<file path="src/rtl/ps2_rx_fifo.sv">
// PS/2 device-to-host receiver: pin synchronisers, clock glitch filter, 11-bit frame decoder
// with start/odd-parity/stop checks and inter-edge timeout, feeding a first-word-fall-through FIFO.
module ps2_rx_fifo #(
  parameter int unsigned FILTER_LEN     = 8,
  parameter int unsigned TIMEOUT_CYCLES = 8000,
  parameter int unsigned FIFO_DEPTH     = 4
) (
  input  logic       CLK_40MHZ,
  input  logic       RESET,
  input  logic       PS2_CLK,
  input  logic       PS2_DATA,
  output logic [7:0] SCAN_CODE,
  output logic       SCAN_VALID,
  input  logic       SCAN_READY,
  output logic       FRAME_ERR,
  output logic       OVERFLOW
);

  localparam int unsigned FCntW = (FILTER_LEN > 1) ? $clog2(FILTER_LEN) : 1;
  localparam int unsigned TCntW = (TIMEOUT_CYCLES > 1) ? $clog2(TIMEOUT_CYCLES) : 1;
  localparam int unsigned AW    = $clog2(FIFO_DEPTH);
  localparam int unsigned PW    = AW + 1;

  typedef enum logic [1:0] {StIdle, StData, StParity, StStop} state_t;

  // Input synchronisers and clock filter
  logic             clk_s1_q, clk_s2_q, dat_s1_q, dat_s2_q;
  logic             clk_f_q, clk_f_d, clk_f_prev_q;
  logic [FCntW-1:0] fcnt_q, fcnt_d;
  logic             fall;

  always_ff @(posedge CLK_40MHZ or posedge RESET) begin
    if (RESET) begin
      clk_s1_q     <= 1'b1;
      clk_s2_q     <= 1'b1;
      dat_s1_q     <= 1'b1;
      dat_s2_q     <= 1'b1;
      clk_f_q      <= 1'b1;
      clk_f_prev_q <= 1'b1;
      fcnt_q       <= '0;
    end else begin
      clk_s1_q     <= PS2_CLK;
      clk_s2_q     <= clk_s1_q;
      dat_s1_q     <= PS2_DATA;
      dat_s2_q     <= dat_s1_q;
      clk_f_q      <= clk_f_d;
      clk_f_prev_q <= clk_f_q;
      fcnt_q       <= fcnt_d;
    end
  end

  // Filtered clock only moves after FILTER_LEN consecutive disagreeing samples
  always_comb begin
    clk_f_d = clk_f_q;
    fcnt_d  = '0;
    if (clk_s2_q != clk_f_q) begin
      if (fcnt_q == FCntW'(FILTER_LEN - 1)) begin
        clk_f_d = ~clk_f_q;
      end else begin
        fcnt_d = fcnt_q + FCntW'(1);
      end
    end
  end

  assign fall = clk_f_prev_q & ~clk_f_q;

  // Frame decoder
  state_t           state_q, state_d;
  logic [2:0]       bitcnt_q, bitcnt_d;
  logic [7:0]       shreg_q, shreg_d;
  logic             par_q, par_d;
  logic [TCntW-1:0] tcnt_q, tcnt_d;
  logic             push_q, push_d;
  logic [7:0]       push_data_q, push_data_d;
  logic             ferr_q, ferr_d;

  always_ff @(posedge CLK_40MHZ or posedge RESET) begin
    if (RESET) begin
      state_q     <= StIdle;
      bitcnt_q    <= '0;
      shreg_q     <= '0;
      par_q       <= 1'b0;
      tcnt_q      <= '0;
      push_q      <= 1'b0;
      push_data_q <= '0;
      ferr_q      <= 1'b0;
    end else begin
      state_q     <= state_d;
      bitcnt_q    <= bitcnt_d;
      shreg_q     <= shreg_d;
      par_q       <= par_d;
      tcnt_q      <= tcnt_d;
      push_q      <= push_d;
      push_data_q <= push_data_d;
      ferr_q      <= ferr_d;
    end
  end

  always_comb begin
    state_d     = state_q;
    bitcnt_d    = bitcnt_q;
    shreg_d     = shreg_q;
    par_d       = par_q;
    push_d      = 1'b0;
    push_data_d = push_data_q;
    ferr_d      = 1'b0;
    tcnt_d      = tcnt_q + TCntW'(1);
    if (fall || (state_q == StIdle)) begin
      tcnt_d = '0;
    end
    if (fall) begin
      unique case (state_q)
        StIdle: begin
          if (!dat_s2_q) begin
            state_d  = StData;
            bitcnt_d = '0;
          end
        end
        StData: begin
          shreg_d  = {dat_s2_q, shreg_q[7:1]};
          bitcnt_d = bitcnt_q + 3'd1;
          if (bitcnt_q == 3'd7) begin
            state_d = StParity;
          end
        end
        StParity: begin
          par_d   = dat_s2_q;
          state_d = StStop;
        end
        StStop: begin
          state_d = StIdle;
          if (dat_s2_q && (^{shreg_q, par_q})) begin
            push_d      = 1'b1;
            push_data_d = shreg_q;
          end else begin
            ferr_d = 1'b1;
          end
        end
        default: state_d = StIdle;
      endcase
    end else if ((state_q != StIdle) && (tcnt_q == TCntW'(TIMEOUT_CYCLES - 1))) begin
      // Edge arriving on the expiry cycle takes priority (handled above)
      state_d = StIdle;
      ferr_d  = 1'b1;
      tcnt_d  = '0;
    end
  end

  // Scan-code FIFO
  logic [7:0]    mem_q [FIFO_DEPTH];
  logic [PW-1:0] wr_ptr_q, wr_ptr_d, rd_ptr_q, rd_ptr_d;
  logic          empty, full, pop, do_push, ovf_d, ovf_q;
  logic [7:0]    scan_code_q, scan_code_d;

  assign empty   = (wr_ptr_q == rd_ptr_q);
  assign full    = (wr_ptr_q[AW] != rd_ptr_q[AW]) && (wr_ptr_q[AW-1:0] == rd_ptr_q[AW-1:0]);
  assign pop     = ~empty & SCAN_READY;
  assign do_push = push_q & (~full | pop);
  assign ovf_d   = push_q & full & ~pop;

  always_comb begin
    wr_ptr_d    = wr_ptr_q + PW'(do_push);
    rd_ptr_d    = rd_ptr_q + PW'(pop);
    scan_code_d = scan_code_q;
    if (do_push || pop) begin
      // New head may be the byte being written this very cycle
      if (do_push && (rd_ptr_d[AW-1:0] == wr_ptr_q[AW-1:0])) begin
        scan_code_d = push_data_q;
      end else begin
        scan_code_d = mem_q[rd_ptr_d[AW-1:0]];
      end
    end
  end

  always_ff @(posedge CLK_40MHZ) begin
    if (do_push) begin
      mem_q[wr_ptr_q[AW-1:0]] <= push_data_q;
    end
  end

  always_ff @(posedge CLK_40MHZ or posedge RESET) begin
    if (RESET) begin
      wr_ptr_q    <= '0;
      rd_ptr_q    <= '0;
      scan_code_q <= 8'h00;
      ovf_q       <= 1'b0;
    end else begin
      wr_ptr_q    <= wr_ptr_d;
      rd_ptr_q    <= rd_ptr_d;
      scan_code_q <= scan_code_d;
      ovf_q       <= ovf_d;
    end
  end

  assign SCAN_CODE  = scan_code_q;
  assign SCAN_VALID = ~empty;
  assign FRAME_ERR  = ferr_q;
  assign OVERFLOW   = ovf_q;

endmodule

</file>
<file path="config.mk">
export PLATFORM = sky130hd
export DESIGN_NAME = ps2_rx_fifo
export DESIGN_NICKNAME = d
export VERILOG_FILES = /design/src/rtl/ps2_rx_fifo.sv
export SDC_FILE = /design/constraint.sdc
export NUM_CORES = 1
export LEC_CHECK = 0
export CAP_MARGIN = 25
export CORE_MARGIN = 8
export CORE_UTILIZATION = 45
export CTS_CLUSTER_SIZE = 30
export DETAILED_ROUTE_END_ITERATION = 16
export PLACE_DENSITY = 0.68
export SETUP_SLACK_MARGIN = 0.3
export SYNTH_ARGS = -nofsm -noshare
export SYNTH_HDL_FRONTEND = slang
export SYNTH_SLANG_ARGS = --single-unit
</file>
<file path="constraint.sdc">
create_clock -name CLK_40MHZ -period 3.3 [get_ports CLK_40MHZ]
set_input_delay 0.495 -clock CLK_40MHZ [delete_from_list [all_inputs] [get_ports CLK_40MHZ]]
set_output_delay 0.495 -clock CLK_40MHZ [all_outputs]
set_load 0.1 [all_outputs]
</file>
==> impl_summary.md, run 1 <==
Yosys
In this run, synthesis produced a sequential element count of 93. The largest area contributor in the netlist is sky130_fd_sc_hd__dfrtp_1. Each instance of the synthesized netlist takes up on average about 14 sq um.

The synthesized area is around 0.004 sq mm. The synthesized netlist contains 36 unique library cells. The area share of the leading cell type in the synthesized netlist is 34.9%.

Counting every net in the synthesized netlist gives roughly 300. The most common cell in the synthesized netlist is sky130_fd_sc_hd__dfrtp_1. By area the synthesized netlist is led by sky130_fd_sc_hd__dfrtp_1 (35%), sky130_fd_sc_hd__edfxtp_1 (24%), sky130_fd_sc_hd__mux2_2 (4.6%). In this run, synthesis inferred 32 flip-flops with an integrated enable. The number of instances in the synthesized netlist is 278. The commonest cells after synthesis are sky130_fd_sc_hd__dfrtp_1 (55), sky130_fd_sc_hd__edfxtp_1 (32), sky130_fd_sc_hd__nor2_1 (28).

The share of synthesized flip-flops with an asynchronous set or reset is between 60% and 70%. The count of synthesis-stage warnings from yosys is 0. The sequential-to-total area share from yosys stat is a little over three fifths.

The most used flip-flop cell after synthesis is sky130_fd_sc_hd__dfrtp_1.

Place
In this run, placement finished with an instance count of 402. The final estimated routing congestion in global placement is 0.714. Once detailed placement completed, the half-perimeter wirelength came to slightly above 4000 um.

The number of input and output port buffers inserted is 15.

Global route
The wire length of the first global-routing pass is 10,600 um. The number of global-route vias before repair was 2,227. For this run the aggregate overflow at the end of global routing stands at 0. Global routing consumed, over all layers together, about 11% of the routing resources. The number of antenna violations at the first check in global routing is 0.

Entering global routing, the biggest net connects 41 pins.

Drt
The iteration count of the initial detailed-routing pass is 4. In the routed design, unresolved DRC markers number 0. The routed layout has 2,124 vias. The initial DRC count is 58. Dividing the detail-routed wire length by the instance count gives 14.5 um. The via-per-instance ratio is 5.07. The total wire length is around 6100 um. The number of routed nets with antenna violations is 0.

Die
The number of placement rows is 34. The die is 110 um wide. The number of top-level design ports is 16. The core region is roughly 0.0086 sq mm. The floorplan step set the die height to 110 um.

The initial utilization of the core area, before any placement, comes to 45.9%. The floorplan step defined a die boundary enclosing 0.0120 sq mm.

Clock tree
The CTS buffer count is 9. The number of buffers inserted by hold repair at cts is 0. No sink is reached through more buffers than the 2 on the longest clock path.

The clock slew seen by the registers of the worst setup and hold paths is 0.09 ns. Clock tree synthesis found a total of 93 sinks. The insertion delay to the later sink of the worst-skew pair is 0.35 ns. The H-tree was split into 3 levels. TritonCTS built the clock tree. In this run the clock root is driven by a sky130_fd_sc_hd__clkbuf_8.

Pwr
IR analysis of the VDD net gives a maximum drop of 0.294 mV. The analysis attributes to cell leakage a power of 0.00199 uW. Dividing total power by cell area gives a power density of 649 mW/mm^2.

STA
Setup repair after global routing left no endpoint under its margin. The final worst clock skew is about 0.01 ns. Summed over all failing endpoints, the final setup total negative slack is 0 ns.

The maximum clock frequency is around 0.37 GHz. The final critical path time including I/O delays and setup is between 2 and 3 ns. The headroom to the max-slew limit is 35.4%. The final setup violation count is 0.

The number of hold-slack violations in the final timing report is 0. The transition time at the pin with the least slew margin is 0.966 ns. The final cycle utilization of the critical path is 81.2%. The final max-slew violation count was 0.

Worst hold path
The classification of the worst-slack hold path is reg -> reg. The startpoint identified for the worst hold timing path is dat_s1_q.

Cells and area
The count of placed standard cells in the final layout, fillers left out is around 420. The share of post-route cells with drive strength above 1 is between 10% and 20%. From synthesis to final layout, the design area changed by 13.7%. The fill cell total of the finished layout is about 700.

The post-layout net count is 324. 0 antenna diodes ended up in the layout.

Run status
The flow ran to the end, and the final reports show no timing, DRC or antenna violations.

Worst setup path
Of all nets on the critical path, the largest fanout is 7. The beginning of the worst register-to-register path is wr_ptr_q[1]. The beginning of the critical path is wr_ptr_q[1].

STA classifies the critical path endpoint as a flip-flop. STA puts the critical path data arrival time at 2.90 ns. For flop-to-flop paths, the worst setup slack is 0.62 ns.

The endpoint required time on the critical path is 3.52 ns. The worst setup path is launched from a flip-flop. By startpoint and endpoint, the worst setup path is classified as reg -> reg.

Run
Max-cap violations in this run came to 0.
==> worst paths after layout <==
check	cells after the start	to
max reg2reg	11	SCAN_CODE[0]
max	11	SCAN_CODE[0]
min reg2reg	0	dat_s2_q
min in group asynchronous	2	rd_ptr_q[2]
min	0	dat_s2_q
max in group asynchronous	3	shreg_q[0]
==> through the flow <==
| stage | cell area, sq um | worst slack (ns) | utilization, % | hold WS (ns) | total power (uW) |
|---|---|---|---|---|---|
| after floorplan | 3960 | 0.328 | - | 0.345 | 2030 |
| after global placement | 4270 | 0.576 | 49.7 | 0.346 | 2190 |
| after detailed placement | 4270 | 0.453 | 49.7 | 0.348 | 2200 |
| after CTS | 4460 | 0.459 | 52.0 | 0.361 | 2950 |
| after global routing | 4480 | 0.429 | 52.2 | 0.366 | 3070 |
| final | 4480 | 0.619 | 52.2 | 0.360 | 2910 |
==> flip-flops by register name, summed over array words and instances, names as in the netlist <==
signal        cells
mem_q            32
par_q             1
fcnt_q            3
clk_s1_q          1
SCAN_CODE         8
bitcnt_q          3
dat_s1_q          1
rd_ptr_q          3
clk_f_q           1
push_data_q       8
tcnt_q           13
dat_s2_q          1
state_q           2
push_q            1
wr_ptr_q          3
OVERFLOW          1
shreg_q           8
clk_f_prev_q      1
clk_s2_q          1
FRAME_ERR         1
==> final cells by class <==
| class | count | area [sq um] | area share, % |
|---|---|---|---|
| Sequential cell | 93 | 2490 | 55.6 |
| Multi-Input combinational cell | 171 | 1410 | 31.4 |
| Timing Repair Buffer | 22 | 213 | 4.74 |
| Tap cell | 108 | 135 | 3.01 |
| Clock buffer | 9 | 124 | 2.76 |
| Clock inverter | 7 | 73.8 | 1.65 |
| Inverter | 9 | 33.8 | 0.753 |
==> power by group <==
part,leakage [uW],switching (uW),internal (uW)
Clock,0.000101,393,353
Combinational,0.000715,553,236
Sequential,0.00117,72.2,1300
Total,0.00199,1020,1890
==> critical path: stages (launching register included) <==
cell and delay, ns:
sky130_fd_sc_hd__dfrtp_1 0.47, sky130_fd_sc_hd__xor2_1 0.21, sky130_fd_sc_hd__nor2_1 0.28, sky130_fd_sc_hd__nand2_4 0.06, sky130_fd_sc_hd__and2_1 0.17, sky130_fd_sc_hd__ha_1 0.18, sky130_fd_sc_hd__ha_1 0.30, sky130_fd_sc_hd__xor2_1 0.18
sky130_fd_sc_hd__nor3_4 0.27, sky130_fd_sc_hd__buf_12 0.16, sky130_fd_sc_hd__mux2i_1 0.19, sky130_fd_sc_hd__a21oi_1 0.08
==> logic make-up after synthesis <==
family	synth area share (%)
multiplexers	11.4
buffers and inverters	1.40
AND/OR/NAND/NOR	9.86
adder cells (fa/ha/maj)	4.12
XOR/XNOR	6.31
flip-flops	63.2
AO/OA/AOI/OAI	3.65
==> metal layers <==
| layer | GRT usage (%) | share of wire [%] | wire length (um) |
|---|---|---|---|
| met4 | 4.92 | 1.7 | 104 |
| met3 | 3.46 | 4.1 | 250 |
| met5 | 0 | 0 | 0 |
| met1 | 13.6 | 46 | 2810 |
| met2 | 18.7 | 48 | 2900 |
==> timing repair <==
action                     CTS  global route
gates resized for setup      0             0
setup endpoints to repair    0             1
buffers inserted             0             1
==> cells in the final DEF, fill, tap and decap left out, types with 2 or more instances in the layout <==
| cell type | instances |
|---|---|
| sky130_fd_sc_hd__o21ai_0 | 7 |
| sky130_fd_sc_hd__nand2b_1 | 4 |
| sky130_fd_sc_hd__dfstp_2 | 6 |
| sky130_fd_sc_hd__and2_1 | 2 |
| sky130_fd_sc_hd__nand4_1 | 3 |
| sky130_fd_sc_hd__ha_1 | 13 |
| sky130_fd_sc_hd__inv_1 | 8 |
| sky130_fd_sc_hd__xor2_1 | 13 |
| sky130_fd_sc_hd__edfxtp_1 | 32 |
| sky130_fd_sc_hd__nor2_1 | 28 |
| sky130_fd_sc_hd__mux2_2 | 16 |
| sky130_fd_sc_hd__clkdlybuf4s50_1 | 14 |
| sky130_fd_sc_hd__nand3_1 | 11 |
| sky130_fd_sc_hd__xnor2_2 | 2 |
| sky130_fd_sc_hd__nor3_1 | 3 |
| sky130_fd_sc_hd__nor2b_1 | 2 |
| sky130_fd_sc_hd__mux4_2 | 8 |
| sky130_fd_sc_hd__nor4_1 | 3 |
| sky130_fd_sc_hd__xnor2_1 | 10 |
| sky130_fd_sc_hd__buf_4 | 7 |
| sky130_fd_sc_hd__mux2i_1 | 9 |
| sky130_fd_sc_hd__nor3b_1 | 3 |
| sky130_fd_sc_hd__nand2_1 | 11 |
| sky130_fd_sc_hd__and3_1 | 2 |
| sky130_fd_sc_hd__clkbuf_8 | 9 |
| sky130_fd_sc_hd__a22o_1 | 2 |
| sky130_fd_sc_hd__a21oi_1 | 9 |
| sky130_fd_sc_hd__dfrtp_1 | 55 |
| sky130_fd_sc_hd__clkinv_4 | 3 |
Power figures use the tool's default switching activity.
==> run 2: changes to the inputs <==
--- a/config.mk
+++ b/config.mk
@@ -10,7 +10,7 @@
 export CORE_UTILIZATION = 45
 export CTS_CLUSTER_SIZE = 30
 export DETAILED_ROUTE_END_ITERATION = 16
-export PLACE_DENSITY = 0.68
+export PLACE_DENSITY = 0.7
 export SETUP_SLACK_MARGIN = 0.3
 export SYNTH_ARGS = -nofsm -noshare
 export SYNTH_HDL_FRONTEND = slang
==> constraint.sdc (replaced) <==
create_clock -name CLK_40MHZ -period 2.2 [get_ports CLK_40MHZ]
set_input_delay 0.33 -clock CLK_40MHZ [delete_from_list [all_inputs] [get_ports CLK_40MHZ]]
set_output_delay 0.33 -clock CLK_40MHZ [all_outputs]
set_load 0.1 [all_outputs]
==> run 2 against run 1 <==
  * The run now ends with setup timing left
  * Combinational power rose by 74%
  * Register-to-register slack lost 0.63 ns
  * Flip-flop and latch count is the same
  * Clock skew rose by 0.0028 ns
  * Critical path type unchanged
  * Critical endpoint is now SCAN_CODE[1]
  * Largest power group unchanged
==> impl_summary.md, run 2 (synthesis gave the netlist of run 1 again) <==
Run status
Outcome: complete, but fails checks (was completed). The final reports fail on setup timing.

STA
Setup repair after global routing missed its margin: yes (was no). The final max-slew violation count was 0 (unchanged). The transition time at the pin with the least slew margin is 0.613 ns (was 0.966 ns). The final cycle utilization of the critical path is 100% (was 81.2%). The headroom to the max-slew limit is 58.9% (was 35.4%). The maximum clock frequency is 0.452 GHz (was 0.373 GHz). The post-route worst setup slack was -0.0100 ns (was 0.619 ns). The number of hold-slack violations in the final timing report is 0 (unchanged). The final setup violation count is 2 (was 0).

The final critical path time including I/O delays and setup is 2.21 ns (was 2.68 ns). The final worst clock skew was 0.0128 ns (was 0.00999 ns).

Global route
The pin count of the biggest net entering global routing came to 23 (was 41). The wire length of the first global-routing pass is 11,000 um (was 10,600 um). The number of antenna violations at the first check in global routing is 0 (unchanged). The number of global-route vias before repair came to 2,366 (was 2,227).

The total routing usage reported by global routing is 11.6% (was 11.4%). The global route total overflow came to 0 (unchanged).

Clock tree
The insertion delay to the later sink of the worst-skew pair came to 0.35 ns (about the same). The CTS buffer count was 9 (unchanged). The clock root buffer is sky130_fd_sc_hd__clkbuf_8 (unchanged).

The maximum level of the CTS H-tree is 3 (unchanged). The deepest clock path buffer count came to 2 (unchanged). The clock net sink count is 93 (unchanged). The clock tree from TritonCTS is yes (unchanged).

The clock slew seen by the registers of the worst setup and hold paths was 0.10 ns (was 0.09 ns).

Worst setup path
The slack of the worst reg-to-reg path is -0.01 ns (was 0.62 ns). The endpoint required time on the critical path is 2.44 ns (was 3.52 ns). The endpoint of the worst-slack reg-to-reg timing path is SCAN_CODE[1] (was SCAN_CODE[0]). The element type at the critical path end is a flip-flop (unchanged).

The number of cells on the worst reg-to-reg path is 9 (was 11). The beginning of the worst register-to-register path is rd_ptr_q[0] (was wr_ptr_q[1]). The beginning of the critical path is rd_ptr_q[0] (was wr_ptr_q[1]).

The end point of the critical path is SCAN_CODE[1] (was SCAN_CODE[0]). The startpoint class of the critical path is a flip-flop (unchanged). The data arrival time at the worst-slack endpoint is 2.45 ns (was 2.90 ns). The highest net fanout along the worst path is 5 (was 7). The start-to-end type of the worst setup path is reg -> reg (unchanged).

Place
The worst setup slack after placement was -0.148 ns (was 0.453 ns). The number of input and output port buffers inserted is 15 (unchanged). The post-place instance area came to 0.00442 sq mm (was 0.00427 sq mm). The final estimated routing congestion in global placement is 0.768 (was 0.714). The HPWL after detailed placement is 4270 um (was 4140 um).

Drt
The iteration count of the initial detailed-routing pass was 4 (unchanged). The total wire length came to 6340 um (was 6060 um). The via-per-instance ratio is 4.95 (was 5.07).

The number of routed nets with antenna violations is 0 (unchanged). The number of remaining DRC errors is 0 (unchanged). The via count was 2,214 (was 2,124).

The initial DRC count came to 62 (was 58). The wire length per cell after detailed routing is 14.2 um (was 14.5 um).

Die
The height of the die is 110 um (unchanged). The core footprint was 0.00859 sq mm (unchanged). The horizontal die dimension was 110 um (unchanged).

The effective utilization at floorplan was 45.9% (unchanged). The area of the die was 0.0120 sq mm (unchanged). The number of top-level design ports is 16 (unchanged). The number of placement rows is 34 (unchanged).

Pwr
The worst ir drop on vdd is 0.561 mV (was 0.294 mV). The power per unit of standard cell area is 931 mW/mm^2 (was 649 mW/mm^2). The total power was 4460 uW (was 2910 uW). The sequential share of power is 46.5% (was 47.3%).

The standby leakage power is 0.00214 uW (was 0.00199 uW). The proportion of power drawn by combinational gates is 30.7% (was 27.1%). The total net switching power is 1610 uW (was 1020 uW). The share of power burned in the clock network came to 22.9% (was 25.6%). The share of total power consumed by net switching was 36.2% (was 35.0%). The internal power summed over all cells came to 2850 uW (was 1890 uW).

Cells and area
The fill cell total of the finished layout is 687 (was 695). The post-route core utilization is 55.8% (was 52.2%). The most common library cell in the layout ignoring fill and taps is sky130_fd_sc_hd__dfrtp_1 (unchanged).

Most frequent cells in the layout: sky130_fd_sc_hd__dfrtp_1 (54), sky130_fd_sc_hd__buf_4 (39), sky130_fd_sc_hd__edfxtp_1 (32) (was sky130_fd_sc_hd__dfrtp_1 (55), sky130_fd_sc_hd__edfxtp_1 (32), sky130_fd_sc_hd__nor2_1 (28)). The share of post-route cells with drive strength above 1 is 33.0% (was 19.9%). The post-layout net count is 352 (was 324). The number of inserted diodes was 0 (unchanged). The growth of design area from synthesis to finish is 21.5% (was 13.7%). The final standard cell area without fillers was 0.00479 sq mm (was 0.00448 sq mm). The flip-flop count of the largest register after layout came to 32 (unchanged).

Worst hold path
The classification of the worst-slack hold path is in -> async (was reg -> reg).

Run
The max-capacitance violation count is 0 (unchanged).
run 2: layer usage:
| layer | wire [um] | track usage, % | up-vias | share of wire, % |
|---|---|---|---|---|
| met2 | 3270 | 20.8 | 29 | 52 |
| met3 | 236 | 3.81 | 6 | 3.7 |
| met4 | 65 | 3.66 | 0 | 1.0 |
| li1 | - | - | 1104 | - |
| met5 | 0 | 0 | - | 0 |
| met1 | 2770 | 12.8 | 1075 | 44 |
run 2: worst min path at each step:
stage / to / from / depth (start not counted) / slack, ns
floorplan: clk_s1_q / PS2_CLK / 0 / 0.33
global placement: dat_s2_q / dat_s1_q / 0 / 0.35
detailed placement: dat_s2_q / dat_s1_q / 0 / 0.35
CTS: rd_ptr_q[1] / RESET / 2 / 0.30
global route: rd_ptr_q[0] / RESET / 2 / 0.32
finish: rd_ptr_q[0] / RESET / 2 / 0.30
run 2: repair_timing:
action / 4_1_cts / 5_1_grt
resized for setup: 7 / 4
setup buffers: 10 / 5
pin swaps: 12 / 5
endpoints found under the setup margin: 50 / 64
hold buffers: 0 / 0
cloned: 1 / 0
run 2: layout make-up:
| type | instances | area (sq um) | share of cell area [%] |
|---|---|---|---|
| multi-input cells | 172 | 1520 | 31.7 |
| inverters | 9 | 33.8 | 0.705 |
| clock inverters | 6 | 47.5 | 0.992 |
| flip-flops and latches | 93 | 2500 | 52.1 |
| well taps | 108 | 135 | 2.82 |
| clock buffers | 10 | 128 | 2.66 |
| repair buffers | 49 | 435 | 9.08 |
run 2: worst max-delay path, cell delays in order (launching register included):
cell,delay [ns]
sky130_fd_sc_hd__dfrtp_1,0.43
sky130_fd_sc_hd__xor2_2,0.21
sky130_fd_sc_hd__nor2_4,0.12
sky130_fd_sc_hd__nand2_4,0.05
sky130_fd_sc_hd__and2_4,0.14
sky130_fd_sc_hd__ha_4,0.29
sky130_fd_sc_hd__buf_6,0.14
sky130_fd_sc_hd__mux4_2,0.49
sky130_fd_sc_hd__mux2i_1,0.14
sky130_fd_sc_hd__a21oi_1,0.08
run 2: per-stage QoR:
step	hold slack, ns	std cells	setup TNS [ns]
final	0.303	447	-0.0150
after detailed placement	0.351	415	-3.31
after global placement	0.346	415	-2.35
after floorplan	0.334	278	-4.65
after CTS	0.304	442	-0.246
after global routing	0.324	447	-0.725
run 2: power groups by stage:
stage                     Clock, uW  Combinational (uW)  Sequential (uW)
after floorplan                   0                 517             2530
after global placement            0                1200             2100
after detailed placement          0                1230             2110
after CTS                      1060                1320             2080
after global routing           1140                1460             2100
final                          1020                1370             2070
==> run 3: changes to the inputs <==
--- a/config.mk
+++ b/config.mk
@@ -11,7 +11,7 @@
 export CTS_CLUSTER_SIZE = 30
 export DETAILED_ROUTE_END_ITERATION = 16
 export PLACE_DENSITY = 0.7
-export SETUP_SLACK_MARGIN = 0.3
+export SETUP_SLACK_MARGIN = 0.4
 export SYNTH_ARGS = -nofsm -noshare
 export SYNTH_HDL_FRONTEND = slang
 export SYNTH_SLANG_ARGS = --single-unit
==> run 3 against run 2 <==
  * The run still ends with setup timing left
  * Setup slack lost 0.021 ns
  * Clock skew shrank 0.0027 ns
  * Count of clock-buffer cells in the layout shrank 1
  * Utilization grew 0.36 points
  * Routed wire length shrank 3.0%
  * Global-route usage shrank 0.78 points
  * Non-clock buffer count shrank 3
  * Flip-flop and latch count is the same
==> impl_summary.md, run 3 (synthesis gave the netlist of run 1 again) <==
Worst setup path
The cell type of the slowest stage on the worst timing path was sky130_fd_sc_hd__mux4_2 (unchanged). The element type at the critical path end is a flip-flop (unchanged). Cell Chain, Critical Path: xor2_2, nor2_2, nand2_4, and2_4, ha_4, buf_8, mux4_2, mux2i_1, a21oi_1 (was xor2_2, nor2_4, nand2_4, and2_4, ha_4, buf_6, mux4_2, mux2i_1, a21oi_1). The data arrival time at the worst-slack endpoint was 2.48 ns (was 2.45 ns). The startpoint class of the critical path is a flip-flop (unchanged). The top cell family by delay on the critical path is multiplexers (unchanged). The endpoint required time on the critical path is 2.45 ns (was 2.44 ns). The start-to-end type of the worst setup path was reg -> reg (unchanged).

The highest cell delay on the worst timing path is 0.48 ns (was 0.49 ns). The highest net fanout along the worst path is 5 (unchanged). The total buffers and inverters traversed by the critical path is 1 (unchanged).

STA
The transition time at the pin with the least slew margin is 0.651 ns (was 0.613 ns). The post-route worst setup slack is -0.0312 ns (was -0.0100 ns). The final critical path time including I/O delays and setup is 2.23 ns (was 2.21 ns).

The final max-slew violation count came to 0 (unchanged). The final setup violation count was 8 (was 2). Setup repair after global routing missed its margin: yes (unchanged).

The headroom to the max-slew limit was 56.4% (was 58.9%). The maximum clock frequency is 0.448 GHz (was 0.452 GHz). The number of hold-slack violations in the final timing report is 0 (unchanged). The final cycle utilization of the critical path is 101% (was 100%). The final worst clock skew came to 0.0100 ns (was 0.0128 ns).

Drt
The via-per-instance ratio came to 4.98 (was 4.95). The total wire length is 6150 um (was 6340 um). The initial DRC count was 49 (was 62). The iteration count of the initial detailed-routing pass is 4 (unchanged).

The wire length per cell after detailed routing is 13.9 um (was 14.2 um). The number of remaining DRC errors is 0 (unchanged). The via count is 2,211 (was 2,214). The number of routed nets with antenna violations came to 0 (unchanged).

Place
The HPWL after detailed placement came to 4150 um (was 4270 um). The cell count after placement is 415 (unchanged). The worst setup slack after placement is -0.164 ns (was -0.148 ns).

The final estimated routing congestion in global placement is 0.744 (was 0.768). The number of input and output port buffers inserted came to 15 (unchanged).

Cells and area
The fill cell total of the finished layout is 697 (was 687). The count of placed standard cells in the final layout, fillers left out was 444 (was 447). The share of post-route cells with drive strength above 1 came to 32.7% (was 33.0%). The post-route core utilization is 56.1% (was 55.8%). Most frequent cells in the layout: sky130_fd_sc_hd__dfrtp_1 (54), sky130_fd_sc_hd__buf_4 (34), sky130_fd_sc_hd__edfxtp_1 (32) (was sky130_fd_sc_hd__dfrtp_1 (54), sky130_fd_sc_hd__buf_4 (39), sky130_fd_sc_hd__edfxtp_1 (32)). The flip-flop count of the largest register after layout is 32 (unchanged). The growth of design area from synthesis to finish is 22.3% (was 21.5%). The most common library cell in the layout ignoring fill and taps is sky130_fd_sc_hd__dfrtp_1 (unchanged). The post-layout net count is 349 (was 352). The number of inserted diodes is 0 (unchanged).

Pwr
The total power is 4430 uW (was 4460 uW). The share of power burned in the clock network is 23.3% (was 22.9%). The sequential share of power was 46.7% (was 46.5%). The worst ir drop on vdd is 0.544 mV (was 0.561 mV). The total net switching power is 1610 uW (about the same). The power per unit of standard cell area is 918 mW/mm^2 (was 931 mW/mm^2). The proportion of power drawn by combinational gates is 30.0% (was 30.7%). The standby leakage power is 0.00216 uW (was 0.00214 uW). The internal power summed over all cells is 2820 uW (was 2850 uW). The share of total power consumed by net switching is 36.3% (was 36.2%).

Die
The horizontal die dimension is 110 um (unchanged). The area of the die was 0.0120 sq mm (unchanged). The height of the die is 110 um (unchanged).

The number of placement rows is 34 (unchanged). The effective utilization at floorplan is 45.9% (unchanged). The number of top-level design ports is 16 (unchanged). The core footprint was 0.00859 sq mm (unchanged).

Worst hold path
The classification of the worst-slack hold path is in -> async (unchanged).

Clock tree
The CTS buffer count is 9 (unchanged). The clock slew seen by the registers of the worst setup and hold paths was 0.10 ns (about the same). The maximum level of the CTS H-tree is 3 (unchanged).

The number of buffers inserted by hold repair at cts is 0 (unchanged). The clock root buffer is sky130_fd_sc_hd__clkbuf_8 (unchanged). The clock net sink count is 93 (unchanged). The clock tree from TritonCTS was yes (unchanged). The deepest clock path buffer count is 2 (unchanged).

The insertion delay to the later sink of the worst-skew pair is 0.36 ns (was 0.35 ns).

Global route
The number of global-route vias before repair is 2,158 (was 2,366). The total routing usage reported by global routing is 10.9% (was 11.6%). The number of antenna violations at the first check in global routing is 0 (unchanged).

The global route total overflow is 0 (unchanged). The pin count of the biggest net entering global routing is 28 (was 23). The wire length of the first global-routing pass was 10,200 um (was 11,000 um).

Run
The max-capacitance violation count is 0 (unchanged).

Run status
Violations in the final reports: setup timing (unchanged). Outcome: complete, but fails checks (unchanged).
-- run 3: worst reg2reg max path, stage by stage, from the launching register on --
cell,delay (ns)
sky130_fd_sc_hd__dfrtp_1,0.43
sky130_fd_sc_hd__xor2_2,0.20
sky130_fd_sc_hd__nor2_2,0.15
sky130_fd_sc_hd__nand2_4,0.07
sky130_fd_sc_hd__and2_4,0.15
sky130_fd_sc_hd__ha_4,0.30
sky130_fd_sc_hd__buf_8,0.13
sky130_fd_sc_hd__mux4_2,0.48
sky130_fd_sc_hd__mux2i_1,0.14
sky130_fd_sc_hd__a21oi_1,0.08
-- run 3: power groups by stage --
stage	combinational (uW)	clock (uW)	sequential, uW
6_report	1330	1030	2070
3_3_place_gp	1210	0	2100
2_1_floorplan	517	0	2530
5_1_grt	1430	1140	2100
3_5_place_dp	1220	0	2110
4_1_cts	1270	1070	2070
-- run 3: final cells by class --
class | instances | area (sq um) | share of cell area, %
Sequential cell | 93 | 2500 | 51.7
Multi-Input combinational cell | 172 | 1550 | 32.1
Timing Repair Buffer | 46 | 424 | 8.79
Tap cell | 108 | 135 | 2.80
Clock buffer | 9 | 124 | 2.57
Clock inverter | 7 | 57.6 | 1.19
Inverter | 9 | 37.5 | 0.778
-- run 3: per-layer routing --
metal / part of all wire, % / wire length, um / vias up / track usage (%)
met5: 0 / 0 / - / 0
met4: 1.4 / 87 / 0 / 4.05
met3: 3.9 / 238 / 11 / 3.58
met2: 50 / 3090 / 27 / 18.6
met1: 45 / 2740 / 1072 / 12.4
li1: - / - / 1101 / -
-- run 3: worst paths after layout --
check	startpoint	endpoint	slack [ns]	cells past startpoint
worst min-delay path	RESET	rd_ptr_q[0]	0.32	2
worst max register to register	rd_ptr_q[0]	SCAN_CODE[1]	-0.03	9
worst min register to register	clk_s1_q	clk_s2_q	0.36	0
max in group asynchronous	RESET	shreg_q[1]	1.31	3
min in group CLK_40MHZ	clk_s1_q	clk_s2_q	0.36	0
worst max-delay path	rd_ptr_q[0]	SCAN_CODE[1]	-0.03	9
-- run 3: through the flow --
step	instance area [sq um]	hold WS, ns	TNS (ns)
after floorplan	4020	0.334	-4.65
after global placement	4430	0.346	-1.90
after detailed placement	4430	0.350	-2.81
after CTS	4720	0.323	-0.0931
after global routing	4820	0.344	-1.07
final	4820	0.317	-0.153
-- run 3: timing repair --
item	in CTS	in global routing
buffers inserted	7	5
endpoints found under the setup margin	67	60
hold endpoints to repair	0	0
resized for setup	10	9
pin swaps	11	8
gates cloned	0	1
